**src/rtl/hazard_scoreboard_if.sv**
```systemverilog
// hazard_scoreboard_if: ID-stage operand/control bundle and stall/flush/counter responses of the hazard unit.
interface hazard_scoreboard_if #(
  parameter int REG_AW = 5,
  parameter int SC_W   = 32
);
  logic              valid_ID;
  logic [REG_AW-1:0] rs1_ID;
  logic [REG_AW-1:0] rs2_ID;
  logic              use_rs1_ID;
  logic              use_rs2_ID;
  logic [REG_AW-1:0] rd_ID;
  logic              RegWrite_ID;
  logic              MemRead_ID;
  logic              IsMul_ID;
  logic              MemWrite_ID;
  logic              IsBranch_ID;
  logic              IsJALR_ID;
  logic              BranchTaken;
  logic              stall;
  logic              flush_IFID;
  logic              flush_IDEX;
  logic [SC_W-1:0]   stall_count;
  modport master (
    output valid_ID, rs1_ID, rs2_ID, use_rs1_ID, use_rs2_ID, rd_ID, RegWrite_ID,
           MemRead_ID, IsMul_ID, MemWrite_ID, IsBranch_ID, IsJALR_ID, BranchTaken,
    input  stall, flush_IFID, flush_IDEX, stall_count
  );
  modport slave (
    input  valid_ID, rs1_ID, rs2_ID, use_rs1_ID, use_rs2_ID, rd_ID, RegWrite_ID,
           MemRead_ID, IsMul_ID, MemWrite_ID, IsBranch_ID, IsJALR_ID, BranchTaken,
    output stall, flush_IFID, flush_IDEX, stall_count
  );
endinterface

```
**src/rtl/hazard_scoreboard.sv**
```systemverilog
// hazard_scoreboard: per-register latency scoreboard that stalls ID until each source can be forwarded,
// catches mixed-latency WAW ordering, squashes IF/ID on taken redirects and counts stall cycles.
module hazard_scoreboard #(
  parameter int REG_AW   = 5,
  parameter int LOAD_LAT = 1,
  parameter int MUL_LAT  = 3,
  parameter int SC_W     = 32
) (
  input logic clk,
  input logic rst,
  hazard_scoreboard_if.slave bus
);
  localparam int P_LD  = 1 + LOAD_LAT;
  localparam int P_MUL = MUL_LAT;
  localparam int P_MAX = (P_LD > P_MUL) ? P_LD : ((P_MUL > 1) ? P_MUL : 1);
  localparam int CW    = $clog2(P_MAX + 1);
  localparam int NREG  = 2 ** REG_AW;
  logic [CW-1:0]   cnt [NREG];
  logic [SC_W-1:0] sc;
  int   p, s1, s2;
  logic haz1, haz2, waw, stall, issue, load_rd;
  always_comb begin
    p     = bus.IsMul_ID ? P_MUL : (bus.MemRead_ID ? P_LD : 1);
    s1    = (bus.IsBranch_ID | bus.IsJALR_ID) ? 0 : 1;
    s2    = (bus.IsBranch_ID | bus.IsJALR_ID) ? 0 : (bus.MemWrite_ID ? 2 : 1);
    haz1  = bus.use_rs1_ID && (bus.rs1_ID != '0) && (int'(cnt[bus.rs1_ID]) > s1);
    haz2  = bus.use_rs2_ID && (bus.rs2_ID != '0) && (int'(cnt[bus.rs2_ID]) > s2);
    waw   = bus.RegWrite_ID && (bus.rd_ID != '0) && (int'(cnt[bus.rd_ID]) > p);
    stall = ~rst & bus.valid_ID & (haz1 | haz2 | waw);
    issue = bus.valid_ID & ~stall;
    load_rd = issue & bus.RegWrite_ID & (bus.rd_ID != '0);
  end
  assign bus.stall       = stall;
  assign bus.flush_IDEX  = stall;
  assign bus.flush_IFID  = ~rst & bus.BranchTaken & bus.valid_ID & ~stall;
  assign bus.stall_count = sc;
  // a fresh write to rd replaces whatever remained of the older countdown
  always_ff @(posedge clk or posedge rst) begin
    if (rst) begin
      for (int i = 0; i < NREG; i++) cnt[i] <= '0;
      sc <= '0;
    end else begin
      for (int i = 0; i < NREG; i++)
        cnt[i] <= (load_rd && bus.rd_ID == REG_AW'(i)) ? CW'(p) :
                  (cnt[i] != '0) ? cnt[i] - CW'(1) : '0;
      sc <= (stall && ~&sc) ? sc + SC_W'(1) : sc;
    end
  end
endmodule

```
**src/flat_wrapper.sv**
```systemverilog
// flat-port wrapper written by rule: the top's interface ports become plain ports
module hazard_scoreboard_flat 
#(
  parameter int REG_AW   = 5,
  parameter int LOAD_LAT = 1,
  parameter int MUL_LAT  = 3,
  parameter int SC_W     = 32
)
  (clk, rst, bus_valid_ID, bus_rs1_ID, bus_rs2_ID, bus_use_rs1_ID, bus_use_rs2_ID, bus_rd_ID, bus_RegWrite_ID, bus_MemRead_ID, bus_IsMul_ID, bus_MemWrite_ID, bus_IsBranch_ID, bus_IsJALR_ID, bus_BranchTaken, bus_stall, bus_flush_IFID, bus_flush_IDEX, bus_stall_count);
  hazard_scoreboard_if #(.REG_AW(REG_AW), .SC_W(SC_W)) bus_i ();
  input logic clk;
  input logic rst;
  input wire logic [$bits(bus_i.valid_ID)-1:0] bus_valid_ID;
  input wire logic [$bits(bus_i.rs1_ID)-1:0] bus_rs1_ID;
  input wire logic [$bits(bus_i.rs2_ID)-1:0] bus_rs2_ID;
  input wire logic [$bits(bus_i.use_rs1_ID)-1:0] bus_use_rs1_ID;
  input wire logic [$bits(bus_i.use_rs2_ID)-1:0] bus_use_rs2_ID;
  input wire logic [$bits(bus_i.rd_ID)-1:0] bus_rd_ID;
  input wire logic [$bits(bus_i.RegWrite_ID)-1:0] bus_RegWrite_ID;
  input wire logic [$bits(bus_i.MemRead_ID)-1:0] bus_MemRead_ID;
  input wire logic [$bits(bus_i.IsMul_ID)-1:0] bus_IsMul_ID;
  input wire logic [$bits(bus_i.MemWrite_ID)-1:0] bus_MemWrite_ID;
  input wire logic [$bits(bus_i.IsBranch_ID)-1:0] bus_IsBranch_ID;
  input wire logic [$bits(bus_i.IsJALR_ID)-1:0] bus_IsJALR_ID;
  input wire logic [$bits(bus_i.BranchTaken)-1:0] bus_BranchTaken;
  output wire logic [$bits(bus_i.stall)-1:0] bus_stall;
  output wire logic [$bits(bus_i.flush_IFID)-1:0] bus_flush_IFID;
  output wire logic [$bits(bus_i.flush_IDEX)-1:0] bus_flush_IDEX;
  output wire logic [$bits(bus_i.stall_count)-1:0] bus_stall_count;
  assign bus_i.valid_ID = bus_valid_ID;
  assign bus_i.rs1_ID = bus_rs1_ID;
  assign bus_i.rs2_ID = bus_rs2_ID;
  assign bus_i.use_rs1_ID = bus_use_rs1_ID;
  assign bus_i.use_rs2_ID = bus_use_rs2_ID;
  assign bus_i.rd_ID = bus_rd_ID;
  assign bus_i.RegWrite_ID = bus_RegWrite_ID;
  assign bus_i.MemRead_ID = bus_MemRead_ID;
  assign bus_i.IsMul_ID = bus_IsMul_ID;
  assign bus_i.MemWrite_ID = bus_MemWrite_ID;
  assign bus_i.IsBranch_ID = bus_IsBranch_ID;
  assign bus_i.IsJALR_ID = bus_IsJALR_ID;
  assign bus_i.BranchTaken = bus_BranchTaken;
  assign bus_stall = bus_i.stall;
  assign bus_flush_IFID = bus_i.flush_IFID;
  assign bus_flush_IDEX = bus_i.flush_IDEX;
  assign bus_stall_count = bus_i.stall_count;
  hazard_scoreboard #(.REG_AW(REG_AW), .LOAD_LAT(LOAD_LAT), .MUL_LAT(MUL_LAT), .SC_W(SC_W)) u_core (.clk(clk), .rst(rst), .bus(bus_i));
endmodule
```
**config.mk**
```make
export PLATFORM = sky130hd
export DESIGN_NAME = hazard_scoreboard_flat
export DESIGN_NICKNAME = d
export VERILOG_FILES = /design/src/rtl/hazard_scoreboard_if.sv /design/src/rtl/hazard_scoreboard.sv /design/src/flat_wrapper.sv
export SDC_FILE = /design/constraint.sdc
export NUM_CORES = 1
export LEC_CHECK = 0
export CORE_MARGIN = 3
export CORE_UTILIZATION = 32
export CTS_BUF_LIST = sky130_fd_sc_hd__clkbuf_8
export DETAILED_ROUTE_END_ITERATION = 10
export GPL_TIMING_DRIVEN = 0
export PLACE_DENSITY = 0.6
export SLEW_MARGIN = 30
export SYNTH_ARGS = -nofsm -noshare
export SYNTH_HDL_FRONTEND = slang
export SYNTH_SLANG_ARGS = --single-unit
```
**constraint.sdc**
```tcl
create_clock -name clk -period 14.85 [get_ports clk]
set_input_delay 3.7125 -clock clk [delete_from_list [all_inputs] [get_ports clk]]
set_output_delay 3.7125 -clock clk [all_outputs]
set_load 0.01 [all_outputs]
```
==> out/results.txt <==
Status -> completed
Final Setup Violations -> 0
Share of layout cells above drive strength 1 -> 17.0%
Yosys top cell area share -> 36.9%
Main combinational cell family by area after synthesis -> multiplexers
Met2 GRT Util -> 28.5%
Async SR Flop Fraction -> 100%
Pins Over Slew Limit -> 0
Horiz. Die Dim -> 149 um
Die area -> 22100 um2
Crit path kind -> in -> out
Post-synth net total -> 617
Mapped Area -> 6510 um2
Setup TNS -> 0 ns
Final nets -> 682
XOR/XNOR share of the synthesized area -> 4.17%
Ys Warns -> 0
DR iter-0 viols -> 550
CP Max Fanout -> 10
DRT Wirelength -> 19300 um
Vias in the first global route -> 5364
Final ANT Viol Nets -> 0
Post-Synth Adder-Cell Area -> 1.15%
Worst slew pin tran -> 0.724 ns
Met1 usage -> 24.0%
GRT Max-Usage Layer -> met2
Max Clk Rate -> 81.0 MHz
Largest net degree at the start of global routing -> 53
Final non-filler cell total -> 919
CTS tree -> done
Hold WC Path Type -> reg -> reg
Post-synthesis sequential area ratio -> 36.9%
CTS Hold Buffers Added -> 0
Seq pwr share -> 49.3%
Clock slew at reported path FFs -> 0.11 ns
Final hold violation count -> 0
Detail Placement HPWL -> 14700 um
Internal power -> 0.391 mW
Fraction of the mapped netlist area in compound gates -> 5.23%
Grt total ovfl -> 0
RSZ-0062 raised after global routing -> no
Gr usage total -> 17.8%
I/O pin count -> 62
Post-synth EDFFs -> 0
Die height -> 149 um
Synthesis-to-finish area growth -> 17.0%
WL/cell -> 21.0 um
Maximum vdd ir drop -> 33.8 uV
Most frequent cells in the layout -> 96 x dfrtp_1, 84 x mux2i_1, 53 x nand2_1, 53 x clkdlybuf4s50_1, 48 x mux4_2
Initial cell density of the core -> 33.0%
Most common cell after layout, fill and taps aside -> dfrtp_1
Setup crit start kind -> primary input
Vias/cell -> 5.61
Post-Syn Instances -> 584
First-pass GRT wire length -> 30600 um
Worst-Skew Late Latency -> 0.40 ns
PostCTS Resize Cnt -> 0
Root buffer cell -> clkbuf_8
Synthesized flop and latch total -> 96
FP Rows -> 51
Clock tree buffer depth -> 2
Clock group share of total power -> 33.5%
Initial antenna violation count -> 0
Fin crit period -> 12.34 ns
Slew headroom -> 51.8%
Highest-delay cell along the critical path -> clkdlybuf4s50_1
CTS buffer count -> 9
Total iterations of the first detailed-routing run -> 5
NetSw -> 0.171 mW
P per Cell Area -> 73.7 nW/um2
Antenna Cells -> 0
Sw frac -> 30.4%
Crit-path cells -> clkdlybuf4s50_1 -> clkbuf_1 -> mux4_2 -> mux4_2 -> mux2_2 -> ha_1 -> nor2b_1 -> o221ai_1 -> o221ai_1 -> a31oi_4 -> buf_2 -> inv_1 -> a21oi_1 -> clkdlybuf4s50_1
Core Area -> 19700 um2
Mux share of post-synthesis cell area -> 30.7%
Combinational group share of total power -> 17.2%
# port buffers -> 53
M3 GR Usage -> 4.60%
Crit path DAT -> 8.63 ns
Synth unique cells -> 44
Number of clock sinks -> 96
Req. time, crit path -> 11.14 ns
Top post-synthesis cells by area -> dfrtp_1 37%, mux4_2 17%, mux2i_1 13%
DR DRC count -> 0
Ys flop type -> dfrtp_1
Cell taking the most area after synthesis -> dfrtp_1
Syn avg cell area -> 11.1 um2
Final period util -> 83.1%
Post-synthesis simple-gate area fraction -> 18.4%
Placed cell count -> 903
Via count -> 5155
Clk_skew -> 0.0192 ns
P_leak -> 3.50 nW
Max-cap violations -> 0
RePlAce Congestion -> 0.962
Post-CTS Repair Setup Buffers -> 0
CP Capture Type -> primary output
Max incr delay on CP -> 0.69 ns
H-tree depth -> 3
[registers in the layout, indices dropped and copies added, names as in the netlist]
signal and count:
u_core.bus.stall_count 32, u_core.cnt 64
[metal layers]
metal | share of wire (%) | routed length [um]
met1 | 43 | 8330
met5 | 0 | 0
met2 | 47 | 9090
met3 | 7.8 | 1500
met4 | 2.1 | 405
[worst paths after layout]
kind / start / end / slack [ns] / depth (start not counted)
max: bus_rd_ID[1] / bus_flush_IFID / 2.51 / 14
min in group asynchronous: rst / u_core.cnt[31]$_DFF_PP0_ / 3.76 / 2
min reg2reg: u_core.bus.stall_count[31]$_DFFE_PP0P_ / u_core.bus.stall_count[31]$_DFFE_PP0P_ / 0.51 / 1
max reg2reg: u_core.cnt[33]$_DFF_PP0_ / u_core.cnt[26]$_DFF_PP0_ / 10.87 / 11
max in group asynchronous: rst / u_core.cnt[43]$_DFF_PP0_ / 10.49 / 3
min: u_core.bus.stall_count[31]$_DFFE_PP0P_ / u_core.bus.stall_count[31]$_DFFE_PP0P_ / 0.51 / 1
[synthesized netlist by cell type (3+ instances only)]
master     instances
or4_1              3
mux2_2             6
o21ai_1           22
o211ai_1           4
dfrtp_1           96
nor4_2            10
and3_1             7
inv_1              8
a21oi_1            6
buf_4              7
o2111ai_1          7
buf_2             15
and4_1             3
mux4_2            48
mux2i_1           84
ha_1               6
nor3_1            23
nand2_1           53
and2_1             3
xor2_1            30
nand4_1            7
nor2_1            23
nor2b_1           10
nor4_1             5
clkbuf_1          15
nand3_1           24
nand2b_1          33
nor4b_2            4
[through the flow]
stage / util [%] / setup slack (ns) / cell area (um2) / hold slack [ns] / power, mW
4_1_cts: 38.6 / 2.61 / 7610 / 0.508 / 0.566
2_1_floorplan: - / 4.05 / 6510 / 0.449 / 0.336
3_5_place_dp: 37.6 / 2.62 / 7400 / 0.491 / 0.378
6_report: 38.6 / 2.51 / 7610 / 0.510 / 0.561
5_1_grt: 38.6 / 2.35 / 7610 / 0.542 / 0.586
3_3_place_gp: 37.4 / 2.55 / 7370 / 0.485 / 0.375
[power groups by stage]
stage / clock, mW / combinational (mW) / sequential, mW
after floorplan: 0 / 0.0546 / 0.281
after global placement: 0 / 0.0941 / 0.281
after detailed placement: 0 / 0.0965 / 0.282
after CTS: 0.193 / 0.0967 / 0.276
after global routing: 0.203 / 0.105 / 0.278
final: 0.188 / 0.0967 / 0.277
[worst max-delay path, delay by kind of cell]
kind            cells  cell delay [ns]
buf+inv             5             2.23
compound gates      4             1.02
simple gates        1             0.14
fa+ha+maj           1             0.30
mux                 3             1.21
[logic make-up (layout without fill, tap and decap cells)]
family / after synthesis / after routing
mux: 139 / 139
fa+ha+maj: 6 / 6
flops: 96 / 96
compound gates: 51 / 51
xor+xnor: 31 / 31
buf+inv: 48 / 118
simple gates: 213 / 213
[cell type report]
type / count / area (um2)
clock inverter: 6 / 72.6
multi-input combinational: 440 / 3880
clock buffer: 10 / 138
fill: 1889 / 12100
tap: 265 / 332
sequential: 96 / 2400
timing repair buffer: 54 / 558
inverter: 10 / 42.5
buffer: 38 / 188
Note: power is estimated with default switching activity, not from simulation.
